`config.mk`:
```
export PLATFORM = sky130hd
export DESIGN_NAME = multicycle_ctrl_seq_flat
export DESIGN_NICKNAME = d
export VERILOG_FILES = /design/src/rtl/multicycle_ctrl_seq_if.sv /design/src/rtl/multicycle_ctrl_seq.sv /design/src/flat_wrapper.sv
export SDC_FILE = /design/constraint.sdc
export NUM_CORES = 1
export LEC_CHECK = 0
export CAP_MARGIN = 5
export CORE_MARGIN = 2
export CORE_UTILIZATION = 29
export CTS_BUF_LIST = sky130_fd_sc_hd__clkbuf_8
export CTS_CLUSTER_SIZE = 30
export DETAILED_ROUTE_END_ITERATION = 16
export PLACE_DENSITY = 0.72
export SYNTH_ARGS = -nofsm -noshare
export SYNTH_HDL_FRONTEND = slang
export SYNTH_SLANG_ARGS = --single-unit
```
`constraint.sdc`:
```
create_clock -name clk -period 1.5 [get_ports clk]
set_clock_uncertainty 0.05 [all_clocks]
set_input_delay 0.3 -clock clk [delete_from_list [all_inputs] [get_ports clk]]
set_output_delay 0.3 -clock clk [all_outputs]
set_load 0.005 [all_outputs]
```
`src/rtl/multicycle_ctrl_seq_if.sv`:
```
// Bus bundle between the multicycle sequencer and the core datapath/memory.
// Perf-counter signals exist only when CTRL_PERF_CNT_EN is defined.
interface multicycle_ctrl_seq_if #(
    parameter int INSTR_W = 8
);
    localparam int OFF_W = INSTR_W - 3;

    logic [INSTR_W-1:0] instr;
    logic               zf;
    logic               mem_ready;
    logic               resume;
    logic [2:0]         state;
    logic               pc_we;
    logic               pc_sel;
    logic               pc_jmp_sel;
    logic [OFF_W-1:0]   pc_offset;
    logic               addr_sel;
    logic [OFF_W-1:0]   addr_offset;
    logic               mem_sel;
    logic               mem_we;
    logic [2:0]         alu_opcode;
    logic               alu_we;
    logic               zf_we;
    logic               ir_we;
    logic               a_we;
    logic               a_sel;
    logic               halt;
    logic               bus_err;
`ifdef CTRL_PERF_CNT_EN
    logic [31:0]        retired;
    logic [31:0]        stall_cycles;
`endif

    modport master (
        output instr, zf, mem_ready, resume,
        input  state, pc_we, pc_sel, pc_jmp_sel, pc_offset,
        input  addr_sel, addr_offset, mem_sel, mem_we,
        input  alu_opcode, alu_we, zf_we, ir_we, a_we, a_sel,
        input  halt, bus_err
`ifdef CTRL_PERF_CNT_EN
        , input retired, stall_cycles
`endif
    );

    modport slave (
        input  instr, zf, mem_ready, resume,
        output state, pc_we, pc_sel, pc_jmp_sel, pc_offset,
        output addr_sel, addr_offset, mem_sel, mem_we,
        output alu_opcode, alu_we, zf_we, ir_we, a_we, a_sel,
        output halt, bus_err
`ifdef CTRL_PERF_CNT_EN
        , output retired, stall_cycles
`endif
    );
endinterface

```
`src/rtl/multicycle_ctrl_seq.sv`:
```
// Multicycle control sequencer for the accumulator CPU, with memory wait/timeout.
// Optional perf counters (retired, stall_cycles) under macro CTRL_PERF_CNT_EN.
module multicycle_ctrl_seq #(
    parameter int INSTR_W = 8,
    parameter int TIMEOUT = 15,
    parameter int TO_W    = 4
) (
    input logic clk,
    input logic reset_n,
    multicycle_ctrl_seq_if.slave bus
);
    localparam int OFF_W = INSTR_W - 3;
    localparam logic [TO_W-1:0] L_TMO = TO_W'(TIMEOUT);

    localparam logic [2:0] OP_ADD   = 3'b000;
    localparam logic [2:0] OP_AND   = 3'b001;
    localparam logic [2:0] OP_NOT   = 3'b010;
    localparam logic [2:0] OP_LOAD  = 3'b011;
    localparam logic [2:0] OP_STORE = 3'b100;
    localparam logic [2:0] OP_JUMP  = 3'b101;
    localparam logic [2:0] OP_JZ    = 3'b110;
    localparam logic [2:0] OP_HALT  = 3'b111;

    typedef enum logic [2:0] {
        S_FETCH     = 3'd0,
        S_DECODE    = 3'd1,
        S_EXECUTE   = 3'd2,
        S_MEMORY    = 3'd3,
        S_WRITEBACK = 3'd4,
        S_HALT      = 3'd5
    } state_t;

    state_t           r_state;
    state_t           w_next;
    logic [TO_W-1:0]  r_cnt;
    logic             r_bus_err;
    logic [2:0]       w_op;
    logic [OFF_W-1:0] w_off;
    logic             w_wait;
    logic             w_tmo;

    assign w_op        = bus.instr[INSTR_W-1 -: 3];
    assign w_off       = bus.instr[OFF_W-1:0];
    assign bus.state   = r_state;
    assign bus.bus_err = r_bus_err;

    // Decode next state and strobes from the state register and live inputs
    always_comb begin
        w_next          = r_state;
        w_wait          = 1'b0;
        w_tmo           = 1'b0;
        bus.pc_we       = 1'b0;
        bus.pc_sel      = 1'b0;
        bus.pc_jmp_sel  = 1'b0;
        bus.pc_offset   = '0;
        bus.addr_sel    = 1'b0;
        bus.addr_offset = '0;
        bus.mem_sel     = 1'b0;
        bus.mem_we      = 1'b0;
        bus.alu_opcode  = 3'b000;
        bus.alu_we      = 1'b0;
        bus.zf_we       = 1'b0;
        bus.ir_we       = 1'b0;
        bus.a_we        = 1'b0;
        bus.a_sel       = 1'b0;
        bus.halt        = 1'b0;
        case (r_state)
            S_FETCH: begin
                if (bus.mem_ready) begin
                    bus.ir_we = 1'b1;
                    bus.pc_we = 1'b1;
                    w_next    = S_DECODE;
                end else begin
                    w_wait = 1'b1;
                    if (r_cnt == L_TMO) begin
                        w_tmo  = 1'b1;
                        w_next = S_HALT;
                    end
                end
            end
            S_DECODE: begin
                case (w_op)
                    OP_LOAD, OP_STORE: w_next = S_MEMORY;
                    OP_HALT:           w_next = S_HALT;
                    default:           w_next = S_EXECUTE;
                endcase
            end
            S_EXECUTE: begin
                case (w_op)
                    OP_ADD, OP_AND, OP_NOT: begin
                        bus.alu_opcode = w_op;
                        bus.alu_we     = 1'b1;
                        bus.zf_we      = 1'b1;
                        w_next         = S_WRITEBACK;
                    end
                    OP_JUMP, OP_JZ: begin
                        bus.pc_jmp_sel = 1'b1;
                        bus.pc_offset  = w_off;
                        bus.pc_we      = (w_op == OP_JUMP) | bus.zf;
                        w_next         = S_FETCH;
                    end
                    default: w_next = S_FETCH;
                endcase
            end
            S_MEMORY: begin
                bus.addr_sel    = 1'b1;
                bus.mem_sel     = 1'b1;
                bus.addr_offset = w_off;
                bus.mem_we      = (w_op == OP_STORE);
                if (bus.mem_ready) begin
                    w_next = (w_op == OP_LOAD) ? S_WRITEBACK : S_FETCH;
                end else begin
                    w_wait = 1'b1;
                    if (r_cnt == L_TMO) begin
                        w_tmo  = 1'b1;
                        w_next = S_HALT;
                    end
                end
            end
            S_WRITEBACK: begin
                bus.a_we  = 1'b1;
                bus.a_sel = (w_op == OP_LOAD);
                w_next    = S_FETCH;
            end
            S_HALT: begin
                bus.halt = 1'b1;
                if (bus.resume && !r_bus_err) begin
                    w_next = S_FETCH;
                end
            end
            default: w_next = S_FETCH;
        endcase
    end

    // State register, wait counter and sticky bus error
    always_ff @(posedge clk) begin
        if (!reset_n) begin
            r_state   <= S_FETCH;
            r_cnt     <= '0;
            r_bus_err <= 1'b0;
        end else begin
            r_state <= w_next;
            if (w_next != r_state) begin
                r_cnt <= '0;
            end else if (w_wait) begin
                r_cnt <= r_cnt + 1'b1;
            end
            if (w_tmo) begin
                r_bus_err <= 1'b1;
            end
        end
    end

`ifdef CTRL_PERF_CNT_EN
    logic [31:0] r_retired;
    logic [31:0] r_stall;
    logic        w_retire;

    assign w_retire = (w_next == S_FETCH) &&
                      (r_state == S_EXECUTE ||
                       r_state == S_MEMORY ||
                       r_state == S_WRITEBACK);

    // Count completed instructions and memory stall cycles
    always_ff @(posedge clk) begin
        if (!reset_n) begin
            r_retired <= '0;
            r_stall   <= '0;
        end else begin
            if (w_retire) begin
                r_retired <= r_retired + 32'd1;
            end
            if (w_wait) begin
                r_stall <= r_stall + 32'd1;
            end
        end
    end

    assign bus.retired      = r_retired;
    assign bus.stall_cycles = r_stall;
`endif
endmodule

```
`src/flat_wrapper.sv`:
```
// flat-port wrapper written by rule: the top's interface ports become plain ports
module multicycle_ctrl_seq_flat 
#(
    parameter int INSTR_W = 8,
    parameter int TIMEOUT = 15,
    parameter int TO_W    = 4
)
  (clk, reset_n, bus_instr, bus_zf, bus_mem_ready, bus_resume, bus_state, bus_pc_we, bus_pc_sel, bus_pc_jmp_sel, bus_pc_offset, bus_addr_sel, bus_addr_offset, bus_mem_sel, bus_mem_we, bus_alu_opcode, bus_alu_we, bus_zf_we, bus_ir_we, bus_a_we, bus_a_sel, bus_halt, bus_bus_err);
  multicycle_ctrl_seq_if #(.INSTR_W(INSTR_W)) bus_i ();
  input logic clk;
  input logic reset_n;
  input wire logic [$bits(bus_i.instr)-1:0] bus_instr;
  input wire logic [$bits(bus_i.zf)-1:0] bus_zf;
  input wire logic [$bits(bus_i.mem_ready)-1:0] bus_mem_ready;
  input wire logic [$bits(bus_i.resume)-1:0] bus_resume;
  output wire logic [$bits(bus_i.state)-1:0] bus_state;
  output wire logic [$bits(bus_i.pc_we)-1:0] bus_pc_we;
  output wire logic [$bits(bus_i.pc_sel)-1:0] bus_pc_sel;
  output wire logic [$bits(bus_i.pc_jmp_sel)-1:0] bus_pc_jmp_sel;
  output wire logic [$bits(bus_i.pc_offset)-1:0] bus_pc_offset;
  output wire logic [$bits(bus_i.addr_sel)-1:0] bus_addr_sel;
  output wire logic [$bits(bus_i.addr_offset)-1:0] bus_addr_offset;
  output wire logic [$bits(bus_i.mem_sel)-1:0] bus_mem_sel;
  output wire logic [$bits(bus_i.mem_we)-1:0] bus_mem_we;
  output wire logic [$bits(bus_i.alu_opcode)-1:0] bus_alu_opcode;
  output wire logic [$bits(bus_i.alu_we)-1:0] bus_alu_we;
  output wire logic [$bits(bus_i.zf_we)-1:0] bus_zf_we;
  output wire logic [$bits(bus_i.ir_we)-1:0] bus_ir_we;
  output wire logic [$bits(bus_i.a_we)-1:0] bus_a_we;
  output wire logic [$bits(bus_i.a_sel)-1:0] bus_a_sel;
  output wire logic [$bits(bus_i.halt)-1:0] bus_halt;
  output wire logic [$bits(bus_i.bus_err)-1:0] bus_bus_err;
  assign bus_i.instr = bus_instr;
  assign bus_i.zf = bus_zf;
  assign bus_i.mem_ready = bus_mem_ready;
  assign bus_i.resume = bus_resume;
  assign bus_state = bus_i.state;
  assign bus_pc_we = bus_i.pc_we;
  assign bus_pc_sel = bus_i.pc_sel;
  assign bus_pc_jmp_sel = bus_i.pc_jmp_sel;
  assign bus_pc_offset = bus_i.pc_offset;
  assign bus_addr_sel = bus_i.addr_sel;
  assign bus_addr_offset = bus_i.addr_offset;
  assign bus_mem_sel = bus_i.mem_sel;
  assign bus_mem_we = bus_i.mem_we;
  assign bus_alu_opcode = bus_i.alu_opcode;
  assign bus_alu_we = bus_i.alu_we;
  assign bus_zf_we = bus_i.zf_we;
  assign bus_ir_we = bus_i.ir_we;
  assign bus_a_we = bus_i.a_we;
  assign bus_a_sel = bus_i.a_sel;
  assign bus_halt = bus_i.halt;
  assign bus_bus_err = bus_i.bus_err;
  multicycle_ctrl_seq #(.INSTR_W(INSTR_W), .TIMEOUT(TIMEOUT), .TO_W(TO_W)) u_core (.clk(clk), .reset_n(reset_n), .bus(bus_i));
endmodule
```
---- Yosys cells after proc, flatten, opt, wreduce, memory -nomap -nowiden ----
Index checks and enable logic that the tools add are counted.
W data, S select, Z words.
operators by class
  add/subtract/negate cells ............... 1
  equal/unequal tests ..................... 14
  multiplexer cells ....................... 31
  bitwise operators ....................... 2
  reduce and logical (&&, ||, !) cells .... 9
operators with widths
  operator               number
  $mux W3                8
  $eq A3 B3 Y1 const B   6
  $mux W1                17
  $mux W5                3
  $pmux W3 S5            1
  $eq A3 B2 Y1 const B   4
  $reduce_or A2 Y1       4
  $eq A3 B1 Y1 const B   2
  $logic_not A3 Y1       2
  $pmux W3 S2            1
  $add A4 B1 Y4 const B  1
  $eq A4 B4 Y1 const B   1
  $ne A3 B3 Y1           1
  $reduce_or A3 Y1       1
  $pmux W1 S2            1
  $logic_and A1 B1 Y1    1
  $logic_not A1 Y1       1
  $not A1 Y1             1
  $or A1 B1 Y1           1
word-level totals
  register bits ........................... 8
  input port bits ......................... 13
  output and inout port bits .............. 29
  word-level logic and storage cells ...... 60

---- Depth between registers and ports, before layout ----
  depth in word-level cells ............... 6
  depth in mapped cells ................... 6
  depth with buffers taken out ............ 5

---- Worst setup path after synthesis ----
No wires, ideal clock.
  path type ............................... register -> register
  from .................................... reg u_core.r_state[0] (netlist: u_core.bus.state[0])
  to ...................................... reg u_core.r_cnt[0]
  setup time .............................. 0.133 ns
  data arrival time ....................... 1.375 ns
  required time ........................... 1.317 ns
  slack ................................... -0.059 ns
  cell stages (with the launch flop) ...... 6
  buffers on the path ..................... 1
  period minus slack after synthesis ...... 1.559 ns
  cell sequence ........................... dfxtp_1 buf_2 nand4_1 a211o_1 a32oi_1 nor4_1
between the ends
  word-level cells in the longest chain between the ends .. 5
  elaborated cells on any way between the ends .. 14
  classes of those cells .................. eq/ne (5); mux (6); reduce/logical (3)
RTL lines
  element                            line                                                   text
  from (decl)                        multicycle_ctrl_seq.sv:33                              state_t r_state;
  from (signal assigned)             multicycle_ctrl_seq.sv:142                             r_state <= w_next;
  $mux W3                            multicycle_ctrl_seq.sv:75, multicycle_ctrl_seq.sv:114
  $mux W3 (on tied branches)         multicycle_ctrl_seq.sv:110, multicycle_ctrl_seq.sv:69
  $pmux W3 S5                        multicycle_ctrl_seq.sv:67                              case (r_state)
  $ne A3 B3 Y1                       multicycle_ctrl_seq.sv:143                             if (w_next != r_state) begin
  $reduce_or A2 Y1 (no source line)  -
  to (signal assigned)               multicycle_ctrl_seq.sv:146                             r_cnt <= r_cnt + 1'b1;
  to (decl)                          multicycle_ctrl_seq.sv:35                              logic [TO_W-1:0] r_cnt;
Parallel ways exist; a longest one is shown, timed or not.
A chain may end at the register's enable or synchronous reset.

---- Worst setup path in the final report ----
  from .................................... reg u_core.r_state[0] (netlist: u_core.bus.state[0])
  to ...................................... out bus_pc_we
between the ends
  word-level cells in the longest chain between the ends .. 2
  elaborated cells on any way between the ends .. 3
  classes of those cells .................. eq/ne (1); mux (1); reduce/logical (1)
RTL lines
  element                                                  line                       text
  $eq A3 B2 Y1 / $logic_not A3 Y1 (equally long branches)  multicycle_ctrl_seq.sv:67
  $pmux W1 S2 *                                            multicycle_ctrl_seq.sv:67
  to (decl)                                                flat_wrapper.sv:17         output wire logic [$bits(bus_i.pc_we)-1:0] bus_pc_we;
Mark *: on every way between the ends. The rest lies on a longest branch, timed or not.

==> flow_metrics.env <==
export IMPL_yosys_most_used_dff="dfxtp_1"
export IMPL_cp_end_kind="primary output"
export IMPL_rr_startpoint="u_core.bus.state[2]"
export IMPL_vias_per_cell=4.98
export IMPL_cp_slowest_cell="dfxtp_4"
export IMPL_antenna_cells=0
export IMPL_final_layout_size_suffix_gt1_frac=0.669
export IMPL_gp_congestion=0.787
export IMPL_clkSinkCount=8
export IMPL_grt_pass1_vias=999
export IMPL_h_tree_depth=1
export IMPL_cp_data_required_time_ns=1.15
export IMPL_cp_cell_sequence="nor2_4 > and4_4 > o211ai_1 > nand2b_4 > buf_6"
export IMPL_cts_buffer_depth=2
export IMPL_via_count=1036
export IMPL_grt_ovfl_total=0
export IMPL_synth_area_um2=743
export IMPL_cts_root_buf="clkbuf_8"
export IMPL_final_common_cell="buf_6"
export IMPL_max_cap_violations=0
export IMPL_grt_use_total=0.216
export IMPL_crit_cells=5
export IMPL_portBuffers=39
export IMPL_violations="setup timing"
export IMPL_cpPeakStageDelay_ns=0.36
export IMPL_die_y_um=54.6
export IMPL_syn_area_per_cell_um2=7.74
export IMPL_yosys_warnings=0
export IMPL_boundaryPins=42
export IMPL_crit_type="register to primary output"
export IMPL_post_route_min_period_ns=1.70
export IMPL_grt_antenna_before_repair=0
export IMPL_finalMaxSlewViolations=0
export IMPL_hold_viol=0
export IMPL_finalCritPeriodShare=1.13
export IMPL_synth_edf_count=0
export IMPL_synthArstFlopShare=0
export IMPL_holdPathEnd="u_core.bus.bus_err"
export IMPL_wl_per_cell_um=15.3
export IMPL_clk_pin_slew_worst_paths_ns=0.04
export IMPL_critPathBufInv=1
export IMPL_drt_antenna_violating_nets=0
export IMPL_num_fill_cells=171
export IMPL_p_leak_nw=0.824
export IMPL_status="finished with violations"
export IMPL_num_rows=18
export IMPL_dp_cells=182
export IMPL_min_from="u_core.bus.bus_err"
export IMPL_crit_arrival_ns=1.35
export IMPL_insertion_delay_ns=0.23
export IMPL_die_x_um=54.6
export IMPL_synth_cell_types=37
export IMPL_min_path_cells=2
export IMPL_synth_cells=96
export IMPL_r2r_end="u_core.r_cnt[1]"
export IMPL_final_cells=208
export IMPL_cts_tree="yes"
export IMPL_finalHoldWorstSlack_ns=0.465
export IMPL_initial_core_util=0.303
export IMPL_drt_iter0_drc=15
export IMPL_place_area_mm2=0.00132
export IMPL_cts_made_buffers=3
export IMPL_r2r_cells=7
export IMPL_dr_pass1_iters=4
export IMPL_core_mm2=0.00245
export IMPL_layout_common_cells="buf_6 (36), buf_4 (28), and2_4 (10)"
export IMPL_syn_to_final_growth_pct=145
export IMPL_worst_slack_ns=-0.202
export IMPL_utilization=0.743
export IMPL_final_nets=194
export IMPL_max_freq_mhz=588
export IMPL_ir_drop_uv=501
export IMPL_power_mw=1.01
export IMPL_route_detailed_drc=0
export IMPL_r2r_slack_ns=-0.20
export IMPL_grt_max_degree=7
export IMPL_dieArea_mm2=0.00298
export IMPL_dp_hpwl_um=1890
export IMPL_design_area_mm2=0.00182
export IMPL_rsz0062_at_grt="true"
export IMPL_finalSetupViolCount=28
export IMPL_critPathLaunchType="register"
export IMPL_hold_class="register to register"
export IMPL_power_density_mw_per_mm2=551
export IMPL_ys_ff_latch=8
export IMPL_seq_area_frac_synth=0.215
export IMPL_wirelength_um=3190
export IMPL_crit_fanout=4
export IMPL_grt_pass1_wl_um=4580
export IMPL_crit_family="simple AND/OR/NAND/NOR gates"
where the power goes:
group / internal (mW) / leakage, nW / total, mW / switching [mW]
Sequential: 0.223 / 0.0670 / 0.238 / 0.0151
Combinational: 0.295 / 0.736 / 0.504 / 0.209
Clock: 0.174 / 0.0216 / 0.264 / 0.0893
per-stage QoR:
step                worst slack (ns)  TNS [ns]
floorplan                     0.0173         0
global placement              -0.798    -15.15
detailed placement            -0.872    -16.08
CTS                           -0.194     -2.08
global route                  -0.255     -4.50
finish                        -0.202     -3.26
logic make-up after synthesis:
group / Yosys count / synth area share
flops: 8 / 0.215
compound gates: 16 / 0.177
buf+inv: 15 / 0.114
xor+xnor: 5 / 0.0589
other cells: 1 / 0.00505
mux: 1 / 0.0135
simple gates: 49 / 0.399
fa+ha+maj: 1 / 0.0168
worst register-to-register path, delay by kind of cell (launching register included):
kind,cells,cell delay (ns)
flops,1,0.35
compound gates,2,0.59
buf+inv,3,0.35
simple gates,2,0.23
layout make-up:
| cell class | count | area [µm²] | share of cell area |
|---|---|---|---|
| Clock buffer | 3 | 41.3 | 0.0226 |
| Tap cell | 30 | 37.5 | 0.0206 |
| Multi-Input combinational cell | 74 | 709 | 0.389 |
| Timing Repair Buffer | 89 | 846 | 0.464 |
| Inverter | 4 | 17.5 | 0.00961 |
| Sequential cell | 8 | 171 | 0.0940 |
registers in the layout, summed over array words and instances (netlist names):
register            flops
u_core.bus.bus_err      1
u_core.bus.state        3
u_core.r_cnt            4
worst max path at each step:
stage,slack (ns),to,from
after floorplan,0.02,u_core.r_cnt[1],bus_instr[6]
after global placement,-0.80,bus_pc_we,bus_instr[5]
after detailed placement,-0.87,bus_pc_we,bus_instr[5]
after CTS,-0.19,bus_ir_we,u_core.bus.state[2]
after global routing,-0.26,u_core.r_cnt[0],u_core.bus.state[2]
final,-0.20,bus_pc_we,u_core.bus.state[0]
synthesized netlist by cell type, types with 2 or more instances:
library cell	count	area share
and3_1	3	0.025
nand2b_1	4	0.034
a211o_1	2	0.024
a31oi_1	3	0.025
xor2_1	4	0.047
nor3_1	2	0.013
inv_1	4	0.020
nor2b_1	3	0.025
dfxtp_1	8	0.22
nand2_1	4	0.020
a21oi_1	3	0.020
buf_2	5	0.034
and4b_1	2	0.027
nor2_1	5	0.025
nand3_1	4	0.027
buf_4	4	0.040
nor4_1	5	0.042
and2_1	12	0.10
layer usage:
layer	wire, µm	vias to the layer above	global-route usage
li1	-	500	-
met1	1120	486	0.206
met2	1750	41	0.444
met3	248	9	0.0519
met4	70	0	0.0542
met5	0	-	0
timing repair:
action | CTS | global route
cloned | 0 | 0
hold buffers | 0 | 0
pin swaps | 25 | 11
setup endpoints to repair | 32 | 30
setup buffers | 17 | 6
gates resized for setup | 156 | 37
Power figures use the tool's default switching activity.
